===== src/rtl/spi_pkg.sv =====
// Shared SPI definitions: byte width, bus mode encoding and responder state.
package spi_pkg;

  localparam int unsigned SPI_BYTE_WIDTH = 8;
  localparam int unsigned SPI_CNT_WIDTH  = $clog2(SPI_BYTE_WIDTH);

  // Clock polarity: idle level of sclk
  localparam bit SPI_CPOL_IDLE_LOW  = 1'b0;
  localparam bit SPI_CPOL_IDLE_HIGH = 1'b1;

  // Clock phase: which sclk edge samples data
  localparam bit SPI_CPHA_SAMPLE_LEAD  = 1'b0;
  localparam bit SPI_CPHA_SAMPLE_TRAIL = 1'b1;

  typedef enum logic [1:0] {
    SPI_MODE0 = 2'b00,
    SPI_MODE1 = 2'b01,
    SPI_MODE2 = 2'b10,
    SPI_MODE3 = 2'b11
  } spi_mode_e;

  typedef enum logic {
    SPI_IDLE   = 1'b0,
    SPI_ACTIVE = 1'b1
  } spi_state_e;

  function automatic spi_mode_e spi_mode(input bit cpol, input bit cpha);
    return spi_mode_e'({cpol, cpha});
  endfunction

endpackage


===== src/rtl/spi_peripheral_sync.sv =====
// Two-flop synchronizer with a trailing flop for rise/fall detection.
module spi_peripheral_sync #(
  parameter logic RESET_VAL = 1'b0
) (
  input  logic clock,
  input  logic reset,
  input  logic din,
  output logic level,
  output logic rise,
  output logic fall
);

  logic meta;
  logic sync;
  logic prev;

  // Resynchronize the pin and keep the previous synchronized value
  always_ff @(posedge clock) begin
    if (reset) begin
      meta <= RESET_VAL;
      sync <= RESET_VAL;
      prev <= RESET_VAL;
    end else begin
      meta <= din;
      sync <= meta;
      prev <= sync;
    end
  end

  assign level = sync;
  assign rise  = sync & ~prev;
  assign fall  = ~sync & prev;

endmodule


===== src/rtl/spi_peripheral.sv =====
// SPI responder: oversampled bus, full-duplex MSB-first bytes, one-deep tx buffer.
module spi_peripheral
  import spi_pkg::*;
#(
  parameter bit                        CPOL       = SPI_CPOL_IDLE_LOW,
  parameter bit                        CPHA       = SPI_CPHA_SAMPLE_LEAD,
  parameter logic [SPI_BYTE_WIDTH-1:0] DEFAULT_TX = 8'h00
) (
  input  logic                      clock,
  input  logic                      reset,
  input  logic                      sclk,
  input  logic                      cs,
  input  logic                      pico,
  output logic                      poci,
  output logic                      poci_oe,
  input  logic [SPI_BYTE_WIDTH-1:0] tx_data,
  input  logic                      tx_valid,
  output logic                      tx_ready,
  output logic [SPI_BYTE_WIDTH-1:0] rx_data,
  output logic                      rx_valid,
  output logic                      tx_underrun,
  output logic                      busy
);

  localparam logic [SPI_CNT_WIDTH-1:0] LAST_BIT = SPI_CNT_WIDTH'(SPI_BYTE_WIDTH - 1);

  logic sclk_level_unused, sclk_rise, sclk_fall;
  logic cs_level_unused, cs_rise, cs_fall;
  logic pico_s, pico_rise_unused, pico_fall_unused;

  spi_peripheral_sync #(.RESET_VAL(CPOL)) u_sclk_sync (
    .clock (clock),
    .reset (reset),
    .din   (sclk),
    .level (sclk_level_unused),
    .rise  (sclk_rise),
    .fall  (sclk_fall)
  );

  spi_peripheral_sync #(.RESET_VAL(1'b1)) u_cs_sync (
    .clock (clock),
    .reset (reset),
    .din   (cs),
    .level (cs_level_unused),
    .rise  (cs_rise),
    .fall  (cs_fall)
  );

  spi_peripheral_sync #(.RESET_VAL(1'b0)) u_pico_sync (
    .clock (clock),
    .reset (reset),
    .din   (pico),
    .level (pico_s),
    .rise  (pico_rise_unused),
    .fall  (pico_fall_unused)
  );

  spi_state_e                  state, state_nxt;
  logic                        start, abort;
  logic [SPI_BYTE_WIDTH-1:0]   tx_shift;
  logic [SPI_BYTE_WIDTH-2:0]   rx_shift;
  logic [SPI_CNT_WIDTH-1:0]    bit_cnt;
  logic                        reload_pending;
  logic [SPI_BYTE_WIDTH-1:0]   tx_buf;
  logic                        buf_full;

  logic                        lead_edge, trail_edge;
  logic                        sample_ev, shift_ev;
  logic                        run, do_sample, do_shift, last_sample;
  logic                        need_load, shift_ok;
  logic [SPI_BYTE_WIDTH-1:0]   load_byte;
  logic                        load_empty;

  // State register
  always_ff @(posedge clock) begin
    if (reset) state <= SPI_IDLE;
    else       state <= state_nxt;
  end

  // Next state: cs edges alone move between idle and active
  always_comb begin
    state_nxt = state;
    start     = 1'b0;
    abort     = 1'b0;
    case (state)
      SPI_IDLE: begin
        if (cs_fall) begin
          state_nxt = SPI_ACTIVE;
          start     = 1'b1;
        end
      end
      SPI_ACTIVE: begin
        if (cs_rise) begin
          state_nxt = SPI_IDLE;
          abort     = 1'b1;
        end
      end
      default: state_nxt = SPI_IDLE;
    endcase
  end

  // Edge roles and load selection; a cs edge masks any sclk edge in the same cycle
  always_comb begin
    lead_edge   = CPOL ? sclk_fall : sclk_rise;
    trail_edge  = CPOL ? sclk_rise : sclk_fall;
    sample_ev   = CPHA ? trail_edge : lead_edge;
    shift_ev    = CPHA ? lead_edge : trail_edge;
    run         = (state == SPI_ACTIVE) && !cs_rise;
    do_sample   = run && sample_ev;
    do_shift    = run && shift_ev;
    last_sample = do_sample && (bit_cnt == LAST_BIT);
    need_load   = start || (CPHA ? last_sample : (do_shift && reload_pending));
    shift_ok    = CPHA ? (bit_cnt != '0) : 1'b1;
    load_empty  = 1'b0;
    if (buf_full) begin
      load_byte = tx_buf;
    end else if (tx_valid) begin
      load_byte = tx_data;
    end else begin
      load_byte  = DEFAULT_TX;
      load_empty = 1'b1;
    end
  end

  // Holding buffer: freed by a load, filled by a handshake outside load cycles
  always_ff @(posedge clock) begin
    if (reset) begin
      tx_buf   <= '0;
      buf_full <= 1'b0;
    end else if (need_load && buf_full) begin
      buf_full <= 1'b0;
    end else if (tx_valid && !buf_full && !need_load) begin
      tx_buf   <= tx_data;
      buf_full <= 1'b1;
    end
  end

  // Shift datapath, bit counter and receive capture
  always_ff @(posedge clock) begin
    if (reset) begin
      tx_shift       <= '0;
      rx_shift       <= '0;
      bit_cnt        <= '0;
      reload_pending <= 1'b0;
      rx_data        <= '0;
      rx_valid       <= 1'b0;
      tx_underrun    <= 1'b0;
    end else begin
      rx_valid    <= 1'b0;
      tx_underrun <= 1'b0;

      if (need_load) begin
        tx_shift    <= load_byte;
        tx_underrun <= load_empty;
      end else if (do_shift && shift_ok) begin
        tx_shift <= {tx_shift[SPI_BYTE_WIDTH-2:0], 1'b0};
      end else if (abort) begin
        tx_shift <= '0;
      end

      if (start || abort) begin
        bit_cnt        <= '0;
        reload_pending <= 1'b0;
        rx_shift       <= '0;
      end else begin
        if (do_sample) begin
          rx_shift <= {rx_shift[SPI_BYTE_WIDTH-3:0], pico_s};
          bit_cnt  <= bit_cnt + SPI_CNT_WIDTH'(1);
          if (bit_cnt == LAST_BIT) begin
            rx_data  <= {rx_shift, pico_s};
            rx_valid <= 1'b1;
            if (!CPHA) reload_pending <= 1'b1;
          end
        end
        if (do_shift && !CPHA && reload_pending) reload_pending <= 1'b0;
      end
    end
  end

  assign busy     = (state == SPI_ACTIVE);
  assign poci_oe  = (state == SPI_ACTIVE);
  assign poci     = (state == SPI_ACTIVE) && tx_shift[SPI_BYTE_WIDTH-1];
  assign tx_ready = !buf_full;

endmodule


===== config.mk =====
export PLATFORM = sky130hd
export DESIGN_NAME = spi_peripheral
export DESIGN_NICKNAME = d
export VERILOG_FILES = /design/src/rtl/spi_pkg.sv /design/src/rtl/spi_peripheral_sync.sv /design/src/rtl/spi_peripheral.sv
export SDC_FILE = /design/constraint.sdc
export NUM_CORES = 1
export LEC_CHECK = 0
export ABC_CLOCK_PERIOD_IN_PS = 3950
export BUFFER_PORTS_ARGS = -buffer_cell sky130_fd_sc_hd__buf_2
export CAP_MARGIN = 25
export CORE_MARGIN = 2
export CORE_UTILIZATION = 50
export DETAILED_ROUTE_END_ITERATION = 8
export PLACE_DENSITY = 0.69
export SLEW_MARGIN = 20
export SYNTH_ARGS = -nofsm -noshare
export SYNTH_HDL_FRONTEND = slang
export SYNTH_SLANG_ARGS = --single-unit

===== constraint.sdc =====
create_clock -name clock -period 3.95 [get_ports clock]
set_input_delay 0.1975 -clock clock [delete_from_list [all_inputs] [get_ports clock]]
set_output_delay 0.1975 -clock clock [all_outputs]
set_load 0.01 [all_outputs]

* Word-level counts from Yosys, hierarchy flattened *
Cells that the tools add are included.

storage, ports and cells
  output and inout bits = 14
  bits in latches = 0
  word-level logic and storage cells = 68
  memory bits (writable) = 0
  bits in read-only memories = 0
  input bits = 14
  memories = 0
  bits in registers = 47

cells by class
  reductions and logical operators = 22
  multiply operators = 0
  shift operators = 0
  multiplexer cells = 13
  bitwise logic cells = 13
  divide/modulo/power cells = 0
  order comparisons = 0
  add/sub/neg operators = 1
  equal/unequal tests = 1

operators with widths
  operator                                     count
  2-to-1 mux 8 bit                             5
  inverter 1 bit                               9
  OR reduction 3 bit                           3
  logical AND 1 bit                            8
  2-to-1 mux 1 bit                             7
  AND 1 bit                                    4
  AND reduction 2 bit                          2
  OR reduction 2 bit                           2
  adder 3 x 1 -> 3 bit, second input constant  1
  == test 3 bit, second input constant         1
  zero test 1 bit                              3
  AND reduction 3 bit                          1
  nonzero test 3 bit                           1
  logical OR 1 bit                             2
  case mux 1 bit (2 select lines)              1

* Logic depth before layout (Yosys ltp) *
Gate-level depths: netlist (run 1).

  word-level depth = 10
  mapped depth = 6
  depth with buffers taken out = 5

* Hierarchy *
Synthesis (run 1) repeated with hierarchy kept, for this count alone.

second synthesis, totals
  cell total of the unflattened synthesis = 219
  area, all modules = 1933.1 um2

modules (own cells, without submodules)
  module                                 area an instance (um2)  cells each  instances  sequential area each (um2)
  spi_peripheral                         1657.8                  195         1          780.7
  spi_peripheral_sync (u_pico_sync ...)  91.3                    8           2          60.1
  spi_peripheral_sync (u_cs_sync)        92.6                    8           1          60.1

* Worst setup path before layout (run 1) *
OpenSTA, ideal clock, no wires.

  kind = register to register
  start point = reg state (netlist: busy)
  end point = reg tx_shift[1]
  period minus slack after synthesis = 1.510 ns
  buffers on the path = 3
  path slack = 2.440 ns
  setup time = 0.086 ns
  data required time = 3.864 ns
  cell stages (with the launch flop) = 7
  arrival = 1.424 ns
  path through = dfxtp_1 > buf_6 > or3b_4 > buf_6 > and2_4 > buf_6 > a211oi_1

on the way
  word-level cells in the longest chain between the ends = 5
  elaborated cells between the ends (all ways) = 9
  those cells by class = mux: 4; reduce/logical: 5

ends and longest elaborated chain
  item                                                                            line                   text
  start: declaration                                                              spi_peripheral.sv:58   spi_state_e state, state_nxt;
  start signal: assignment                                                        spi_peripheral.sv:77   else state <= state_nxt;
  logical AND 1 bit                                                               spi_peripheral.sv:108  run = (state == SPI_ACTIVE) && !cs_rise;
  logical AND 1 bit                                                               spi_peripheral.sv:110  do_shift = run && shift_ev;
  logical AND 1 bit                                                               spi_peripheral.sv:112  need_load = start || (CPHA ? last_sample : (do_shift && reload_pending));
  logical OR 1 bit                                                                spi_peripheral.sv:112
  nonzero test 3 bit (no source line) / 2-to-1 mux 8 bit (equally long branches)  -
  end signal: assignment                                                          spi_peripheral.sv:153  tx_shift <= load_byte;
  end signal: assignment                                                          spi_peripheral.sv:156  tx_shift <= {tx_shift[SPI_BYTE_WIDTH-2:0], 1'b0};
  end: declaration                                                                spi_peripheral.sv:60   logic [SPI_BYTE_WIDTH-1:0] tx_shift;

Several ways; a longest one is shown, not always the timed one.
A chain may end at the register's enable or synchronous reset.

* Worst setup path after layout (run 1) *
  start point = reg state (netlist: busy)
  end point = reg tx_buf[4]

on the way
  word-level cells in the longest chain between the ends = 7
  elaborated cells between the ends (all ways) = 10
  those cells by class = mux: 1; bitwise: 1; reduce/logical: 8

ends and longest elaborated chain
  item                                                         line                                          text
  logical AND 1 bit                                            spi_peripheral.sv:108
  logical AND 1 bit                                            spi_peripheral.sv:110
  logical AND 1 bit                                            spi_peripheral.sv:112
  logical OR 1 bit (*)                                         spi_peripheral.sv:112
  zero test 1 bit / logical AND 1 bit (equally long branches)  spi_peripheral.sv:132, spi_peripheral.sv:130
  logical AND 1 bit / inverter 1 bit (equally long branches)   -
  AND reduction 2 bit (no source line) (*)                     -
  end signal: assignment                                       spi_peripheral.sv:133                         tx_buf <= tx_data;
  end: declaration                                             spi_peripheral.sv:64                          logic [SPI_BYTE_WIDTH-1:0] tx_buf;

Mark *: on every way between the ends. The rest lies on a longest branch, timed or not.

==> metrics.md, run 1 <==
| Metric | Value |
|---|---|
| Drt initial violations | `around 110` |
| Inst Count DP | `about 270` |
| Via density | `around 5.3` |
| Max FO, Critical Path | `11` |
| Vias in the first global route | `around 1300` |
| Cell taking the most area after synthesis | `dfxtp_1` |
| P_leak | `approximately 1.0 nW` |
| P&R area growth vs syn | `9.81%` |
| Wire per inst | `roughly 12 µm` |
| First-pass GRT wire length | `5600 µm` |
| Dpl ws | `about 2000 ps` |
| F_max | `between 500 and 600 MHz` |
| Final instance area | `2190 µm²` |
| Post-CTS Setup Repair Bufs | `0` |
| Drc violations | `0` |
| Rel. slew slack | `a little over half` |
| Post-Route Skew | `approximately 3.6 ps` |
| Clock Tree Root | `clkbuf_8` |
| Worst skew pair latency | `roughly 290 ps` |
| Pin count of the biggest net entering global routing | `45` |
| First drt pass iteration count | `5` |
| Critical-path cell list | `inv_1 > o31ai_2 > nor3b_1 > buf_4 > mux2i_1` |
| Switching part of the total | `a little under a quarter` |
| Largest cells by area after synthesis | `dfxtp_1, mux2i_1, nand2b_1` |
| Internal power | `around 0.66 mW` |
| Die extent in x | `roughly 67 µm` |
| CTS tree | `built` |
| Yosys top cell area share | `around 47%` |
| Comb power frac | `7.7%` |
| Total Power | `0.850 mW` |
| Initial antenna violation count | `0` |
| Synth async-reset ratio | `0%` |
| N_diodes | `0` |
| # clock sinks | `47` |
| Crit-path leading delay family | `compound AO/OA/AOI/OAI gates` |
| Number of buffers added on ports | `27` |
| Status | `completed` |
| Fin Setup TNS | `0 ps` |
| CTS clk-pin slew, worst paths | `around 80 ps` |
| # IOs | `28` |
| HP Class | `in -> reg` |
| Num rows | `22` |
| Global-route usage over all layers | `approximately 17%` |
| Endpoints failing setup | `0` |
| DP Area | `between 2000 and 2500 µm²` |
| DR vias | `1461` |
| WP data required | `approximately 4100 ps` |
| Worst Max-Slew Pin Slew | `~700 ps` |
| Finished Layout Cells | `about 280` |
| Post-route clock period utilization | `about half` |
| Post-CTS Hold Buffers | `0` |
| VDD IR max | `about 0.00021 V` |
| Yosys warnings | `0` |
| Nets@finish | `roughly 240` |
| Clock tree buffer depth | `2` |
| Final Max Slew Viols | `0` |
| Power per cell area | `between 300 and 400 nW/µm²` |
| Sequential power share | `slightly below 60%` |
| Antenna-violating nets left | `0` |
| FILL cells | `366` |
| Number of distinct library cells after synthesis | `34` |
| Post-Syn Instances | `about 210` |
| NetSw | `0.195 mW` |
| Final worst path period need | `1920 ps` |
| CTS resizes | `0` |
| Clock network power share | `about 34%` |
| DP HPWL | `approximately 2200 µm` |
| RSZ-0062 raised after global routing | `false` |
| WP data arrival | `2100 ps` |
| Buf+Inv Stages, Crit Path | `2` |
| Grt ovf | `0` |
| Avg Cell Area, Syn | `between 9 and 10 µm²` |
| Core Area | `~3700 µm²` |
| CTS Buf Count | `5` |
| Endpoints failing hold | `0` |
| Initial Util | `a little over half` |
| Crit Path Category | `reg -> reg` |
| Net Count, Synth | `between 200 and 250` |
| Max_cap viols | `0` |
| Die Y | `around 67 µm` |
| Post-synthesis sequential area ratio | `47.3%` |
| CP max stage delay | `between 600 and 700 ps` |
| CTS H-tree depth | `2` |
| Cell Area, Synth | `roughly 2000 µm²` |
| Routed wire length | `3440 µm` |
| Final worst slack | `between 2000 and 2500 ps` |
| Number of synthesized flops with an enable pin | `0` |
| Layout cells sized above 1 | `18.9%` |
| FF+latch count, synth | `47` |
| Post-synth top flop | `dfxtp_1` |
| Die ar. | `between 4000 and 5000 µm²` |
| Critical Path Sink Type | `register` |
| Placer Congestion | `0.728` |
| Critical Path Start Type | `register` |
| Worst path slowest cell | `o31ai_2` |
power groups by stage:
stage / combinational [mW] / clock (mW) / sequential [mW]
final: 0.0653 / 0.285 / 0.500
after global routing: 0.0726 / 0.314 / 0.504
after global placement: 0.0650 / 0 / 0.511
after floorplan: 0.0553 / 0 / 0.506
after CTS: 0.0659 / 0.296 / 0.500
after detailed placement: 0.0656 / 0 / 0.511
Yosys cell counts, types with 2 or more instances:
library cell	number
nor2b_1	8
nand2_1	18
inv_1	9
mux2i_1	25
nand2b_1	17
clkbuf_1	7
nor2_1	22
dfxtp_1	47
a21oi_1	2
buf_6	3
o21ai_0	9
buf_4	2
buf_2	4
or2_2	3
a222oi_1	7
a211oi_1	7
ha_1	2
layer usage:
layer / up-vias / wire length, µm / part of all wire [%] / global-route usage (%)
met2: 38 / 1500 / 44 / 23.9
li1: 745 / - / - / -
met4: 0 / 57 / 1.7 / 7.65
met5: - / 0 / 0 / 0
met1: 671 / 1670 / 49 / 23.2
met3: 7 / 206 / 6.0 / 4.05
path summary, 6_finish.rpt:
kind / start / to / slack [ps] / cells past startpoint
worst min register to register: u_cs_sync.meta / u_cs_sync.level / 420 / 1
worst max register to register: busy / tx_buf[4] / 2030 / 5
worst max-delay path: busy / tx_buf[4] / 2030 / 5
worst min-delay path: cs / u_cs_sync.meta / 90 / 2
final cells by class:
type	instances	area [µm²]	share of cell area, %
flip-flops and latches	47	941	43.0
multi-input cells	137	921	42.1
clock buffers	6	82.6	3.78
repair buffers	28	143	6.53
well taps	48	60.1	2.75
clock inverters	1	5.00	0.229
inverters	9	33.8	1.55
cell usage in the layout, fill, tap and decap left out, drive strengths merged, types with 6 or more instances in the layout:
master / instances
a211oi: 7
a222oi: 7
buf: 28
clkbuf: 6
dfxtp: 47
inv: 9
mux2i: 25
nand2: 18
nand2b: 17
nor2: 22
nor2b: 9
o21ai: 10
per-stage QoR:
| step | util, % | hold slack, ps |
|---|---|---|
| 5_1_grt | 58.4 | 92.7 |
| 2_1_floorplan | - | 301 |
| 3_5_place_dp | 56.0 | 387 |
| 6_report | 58.4 | 86.1 |
| 3_3_place_gp | 56.0 | 396 |
| 4_1_cts | 58.4 | 79.6 |
registers in the layout, summed over array words and instances, names as in the netlist:
register and count:
rx_valid 1, u_pico_sync.level 1, rx_data 8, u_cs_sync.prev 1, u_sclk_sync.meta 1, rx_shift 7
u_pico_sync.meta 1, u_sclk_sync.level 1, u_sclk_sync.prev 1, busy 1, tx_underrun 1, tx_buf 8
bit_cnt 3, reload_pending 1, tx_shift 8, u_cs_sync.meta 1, buf_full 1, u_cs_sync.level 1
cells by family (layout without fill, tap and decap cells):
logic type | Yosys count | in the layout | synth area share (%)
AND/OR/NAND/NOR | 78 | 78 | 20.6
flip-flops | 47 | 47 | 47.3
AO/OA/AOI/OAI | 31 | 31 | 11.4
multiplexers | 25 | 25 | 12.6
buffers and inverters | 25 | 44 | 6.47
adder cells (fa/ha/maj) | 2 | 2 | 1.26
XOR/XNOR | 1 | 1 | 0.440
No activity file was read; power rests on OpenSTA's default activity.
==> inputs of run 2 (changes only) <==
- ABC_CLOCK_PERIOD_IN_PS: 3950 -> 1900
- clock period: 3.95 -> 1.9 ns (I/O delays scaled with it)
==> metrics.md, run 2 (synthesized netlist as in run 1, its figures left out) <==
| Metric | Value |
|---|---|
| Final worst path period need | `1700 ps (-219 ps)` |
| Nets@finish | `251 (+2.9%)` |
| Initial antenna violation count | `0 (unchanged)` |
| Placer Congestion | `0.737 (+1.3%)` |
| Finished Layout Cells | `284 (+2.9%)` |
| Post-Route Skew | `7.24 ps (+3.68 ps)` |
| Endpoints failing hold | `0 (unchanged)` |
| Pin count of the biggest net entering global routing | `29 (-36%)` |
| Die ar. | `4500 µm² (unchanged)` |
| F_max | `588 MHz (+13%)` |
| Post-CTS Setup Repair Bufs | `0 (unchanged)` |
| Power per cell area | `811 nW/µm² (+110%)` |
| CTS Buf Count | `5 (unchanged)` |
| Die extent in x | `67.1 µm (unchanged)` |
| Clock Tree Root | `clkbuf_8` |
| Endpoints failing setup | `0 (unchanged)` |
| Critical Path Start Type | `register` |
| CTS tree | `built` |
| Num rows | `22 (unchanged)` |
| WP data arrival | `1910 ps (-190 ps)` |
| Crit Path Category | `reg -> reg` |
| Max FO, Critical Path | `7 (-4)` |
| HP Class | `in -> reg` |
| Max_cap viols | `0 (unchanged)` |
| Most frequent cells in the layout | `dfxtp_1, buf_2, mux2i_1, nor2_1, nand2_1` |
| Number of buffers added on ports | `27 (unchanged)` |
| P_leak | `1.03 nW (+3.7%)` |
| Antenna-violating nets left | `0 (unchanged)` |
| Die Y | `67.1 µm (unchanged)` |
| Final Max Slew Viols | `0 (unchanged)` |
| Worst Max-Slew Pin Slew | `662 ps (-49.8 ps)` |
| Drt initial violations | `127 (+19%)` |
| First drt pass iteration count | `4 (-1)` |
| Total Power | `1.84 mW (+120%)` |
| Layout cells sized above 1 | `21.2% (+2.3 points)` |
| WP data required | `2110 ps (-2020 ps)` |
| Inst Count DP | `275 (+2.2%)` |
| VDD IR max | `0.000573 V (+170%)` |
| Post-route clock period utilization | `89.5% (+41 points)` |
| Hold slack | `11.2 ps (-74.9 ps)` |
| Core Area | `3740 µm² (unchanged)` |
| Routed wire length | `3560 µm (+3.5%)` |
| N_diodes | `0 (unchanged)` |
| Status | `completed` |
| Final Util | `60.5% (+2.1 points)` |
| Clock tree buffer depth | `2 (unchanged)` |
| First-pass GRT wire length | `6000 µm (+7.3%)` |
| DP HPWL | `2410 µm (+8.2%)` |
| Vias in the first global route | `1331 (+5.1%)` |
| P&R area growth vs syn | `13.8%` |
| Largest regs | `rx_data (8), tx_buf (8), tx_shift (8)` |
| Fin Setup TNS | `0 ps (unchanged)` |
| Drc violations | `0 (unchanged)` |
| Global-route usage over all layers | `17.9% (+1.3 points)` |
| CTS H-tree depth | `2 (unchanged)` |
| Via density | `5.11 (-3.5%)` |
| Grt ovf | `0 (unchanged)` |
| Worst skew pair latency | `290 ps (about the same)` |
| # clock sinks | `47 (unchanged)` |
| DR vias | `1451 (-0.68%)` |
| CTS clk-pin slew, worst paths | `90 ps (about the same)` |
| Most common cell after layout, fill and taps aside | `dfxtp_1` |
| Rel. slew slack | `55.8% (+3.5 points)` |
| Initial Util | `53.2% (unchanged)` |
| FILL cells | `351 (-4.1%)` |
| # IOs | `28 (unchanged)` |
| Critical Path Sink Type | `register` |
| Wire per inst | `12.5 µm (+0.61%)` |
-- run 2: cell type report --
| cell class | instances | area [µm²] | area share, % |
|---|---|---|---|
| tap | 48 | 60.1 | 2.65 |
| multi-input combinational | 137 | 930 | 41.0 |
| sequential | 47 | 941 | 41.5 |
| clock buffer | 7 | 96.3 | 4.25 |
| clock inverter | 1 | 7.51 | 0.331 |
| timing repair buffer | 35 | 198 | 8.72 |
| inverter | 9 | 33.8 | 1.49 |
-- run 2: what timing repair did --
item / 4_1_cts / 5_1_grt
setup endpoints to repair: 0 / 15
hold buffers: 1 / 0
gates resized for setup: 0 / 1
endpoints found under the hold margin: 1 / 0
-- run 2: final timing paths --
| path | from | end | slack [ps] | depth (start not counted) |
|---|---|---|---|---|
| worst max-delay path | busy | tx_shift[2] | 200 | 4 |
| worst min-delay path | pico | u_pico_sync.meta | 10 | 2 |
| worst max register to register | busy | tx_shift[2] | 200 | 4 |
| worst min register to register | u_cs_sync.meta | u_cs_sync.level | 410 | 1 |
-- run 2: power by group --
part           leakage, nW  switching [mW]  internal [mW]
clock network       0.0505           0.321          0.331
registers            0.383          0.0210           1.02
logic                0.601          0.0790         0.0697
total                 1.03           0.421           1.42
-- run 2: through the flow --
stage / area, µm² / worst slack (ps)
2_1_floorplan: 1990 / 390
3_3_place_gp: 2140 / 144
3_5_place_dp: 2140 / 114
4_1_cts: 2260 / 88.9
5_1_grt: 2270 / -2.90
6_report: 2270 / 199
-- run 2: routing by layer --
layer	vias to the layer above	GRT usage (%)	share of wire (%)	wire (µm)
li1	761	-	-	-
met1	658	25.7	50	1790
met2	27	25.5	44	1550
met3	5	4.05	4.6	163
met4	0	7.65	1.3	48
met5	-	0	0	0
-- run 2: critical path, cell delays in order (launching register included) --
cell and delay (ps):
dfxtp_1 440, inv_1 150, nor4b_2 630, a222oi_1 150
a211oi_1 250
==> inputs of run 3 (changes only) <==
- CTS_BUF_LIST: unset -> sky130_fd_sc_hd__clkbuf_4
==> metrics.md, run 3 (synthesized netlist as in run 1, its figures left out) <==
| Metric | Value |
|---|---|
| Core Area | `3740 µm² (unchanged)` |
| F_max | `604 MHz (+2.7%)` |
| Drt initial violations | `136 (+7.1%)` |
| Worst path slowest cell | `o31ai_4` |
| Placer Congestion | `0.737 (unchanged)` |
| Wire per inst | `12.2 µm (-2.8%)` |
| Critical Path Sink Type | `register` |
| Initial antenna violation count | `0 (unchanged)` |
| Register area | `941 µm² (unchanged)` |
| Pin count of the biggest net entering global routing | `29 (unchanged)` |
| Max FO, Critical Path | `11 (+4)` |
| Hold path start | `tx_data[4]` |
| RSZ-0062 raised after global routing | `false` |
| Status | `completed` |
| Critical Path Start Type | `register` |
| Post-Route Skew | `5.89 ps (-1.35 ps)` |
| Number of buffers added on ports | `27 (unchanged)` |
| CP max stage delay | `510 ps (-120 ps)` |
| CTS clk-pin slew, worst paths | `130 ps (+40 ps)` |
| Crit Path Category | `reg -> reg` |
| Hold slack | `14.0 ps (+2.81 ps)` |
| Final Max Slew Viols | `0 (unchanged)` |
| Fin Setup TNS | `0 ps (unchanged)` |
| Worst skew pair latency | `340 ps (+50 ps)` |
| Routed wire length | `3530 µm (-0.73%)` |
| Endpoints failing setup | `0 (unchanged)` |
| R2r setup slk | `240 ps (+50 ps)` |
| Global-route usage over all layers | `17.7% (-0.28 points)` |
| Hold Path End | `tx_buf[4]` |
| WP data required | `2140 ps (+30 ps)` |
| CTS H-tree depth | `2 (unchanged)` |
| DR vias | `1460 (+0.62%)` |
| Vias in the first global route | `1326 (-0.38%)` |
| Drc violations | `0 (unchanged)` |
| Initial Util | `53.2% (unchanged)` |
| Die extent in x | `67.1 µm (unchanged)` |
| Antenna-violating nets left | `0 (unchanged)` |
| HP Class | `in -> reg` |
| Max_cap viols | `0 (unchanged)` |
| FILL cells | `359 (+2.3%)` |
| Multi-input combinational cell area | `938 µm² (+0.94%)` |
| N_diodes | `0 (unchanged)` |
| Die ar. | `4500 µm² (unchanged)` |
| Grt ovf | `0 (unchanged)` |
| Crit-path leading delay family | `compound AO/OA/AOI/OAI gates` |
| Largest regs | `rx_data (8), tx_buf (8), tx_shift (8)` |
| Buf+Inv Stages, Crit Path | `2 (+1)` |
| Critical-path cell list | `inv_1 > o31ai_4 > nor3b_1 > buf_4 > mux2i_1` |
| First drt pass iteration count | `4 (unchanged)` |
| DP HPWL | `2410 µm (unchanged)` |
| Most frequent cells in the layout | `dfxtp_1, buf_2, mux2i_1, nor2_1, nand2_1` |
| Final worst path period need | `1660 ps (-45.0 ps)` |
| Power per cell area | `715 nW/µm² (-12%)` |
| Hold Path Stages | `3 (+1)` |
| Post-route clock period utilization | `87.2% (-2.4 points)` |
| P_leak | `1.04 nW (+0.13%)` |
| Worst r2r src | `busy` |
| Most common cell after layout, fill and taps aside | `dfxtp_1` |
| Cells on worst reg2reg path | `5 (+1)` |
| Endpoints failing hold | `0 (unchanged)` |
| Post-CTS Setup Repair Bufs | `0 (unchanged)` |
| Total Power | `1.63 mW (-11%)` |
| Clock tree buffer depth | `2 (unchanged)` |
| WP data arrival | `1900 ps (about the same)` |
| P&R area growth vs syn | `14.7%` |
| # IOs | `28 (unchanged)` |
| # clock sinks | `47 (unchanged)` |
| Num rows | `22 (unchanged)` |
| Layout cells sized above 1 | `19.8% (-1.4 points)` |
| CTS tree | `built` |
| Die Y | `67.1 µm (unchanged)` |
| Clock Tree Root | `clkbuf_4` |
| CTS Buf Count | `5 (unchanged)` |
| Via density | `5.03 (-1.5%)` |
| FF-to-FF End | `tx_buf[1]` |
| Nets@finish | `257 (+2.4%)` |
| First-pass GRT wire length | `5970 µm (-0.58%)` |
| Final Util | `61.0% (+0.47 points)` |
| VDD IR max | `0.000564 V (-1.6%)` |
| Rel. slew slack | `61.8% (+6.1 points)` |
| Worst Max-Slew Pin Slew | `569 ps (-92.9 ps)` |
## run 3: changes by cell type in the layout (fill, tap and decap cells not counted), sizes merged
cell,change
clkbuf,-2
clkinv,+2
dlygate4sd3,+6
## run 3: worst max path at each step
stage / slack, ps / from / to / cells past startpoint
after floorplan: 390 / busy / tx_shift[1] / 6
after detailed placement: 110 / busy / tx_buf[5] / 5
after CTS: 80 / busy / tx_buf[1] / 5
final: 240 / busy / tx_buf[1] / 5
after global placement: 140 / busy / tx_buf[1] / 5
after global routing: 70 / busy / tx_buf[2] / 5
## run 3: routing by layer
layer | vias to the layer above | track usage [%] | part of all wire, %
li1 | 777 | - | -
met1 | 651 | 25.5 | 51
met2 | 30 | 25.5 | 44
met3 | 2 | 4.05 | 5.0
met4 | 0 | 6.12 | 0.68
met5 | - | 0 | 0
## run 3: per-stage QoR
stage	cells	worst slack, ps	area (µm²)
6_report	290	244	2280
5_1_grt	290	69.5	2280
4_1_cts	289	82.8	2260
3_5_place_dp	275	114	2140
3_3_place_gp	275	144	2140
2_1_floorplan	209	390	1990
## run 3: final cells by class
cell class | count | share of cell area, %
clock buffer | 5 | 1.64
clock inverter | 3 | 0.658
multi-input combinational | 137 | 41.1
inverter | 9 | 1.48
timing repair buffer | 41 | 11.3
sequential | 47 | 41.2
tap | 48 | 2.63
## run 3: repair_timing
item | 4_1_cts | 5_1_grt
endpoints found under the setup margin | 0 | 15
gates resized for setup | 0 | 2
hold buffers | 6 | 1
hold endpoints to repair | 6 | 1
## run 3: worst register-to-register path, delay by kind of cell, from the launching register on
kind	cells	cell delay, ps
AOI/OAI and AO/OA	1	510
and+or+nand+nor	1	110
buffers and inverters	2	360
muxes	1	120
DFF	1	450
## run 3: where the power goes
part | switching [mW] | leakage [nW] | total (mW) | internal [mW]
logic | 0.0811 | 0.627 | 0.159 | 0.0780
registers | 0.0211 | 0.383 | 1.04 | 1.02
clock network | 0.299 | 0.0263 | 0.435 | 0.136
total | 0.401 | 1.04 | 1.63 | 1.23
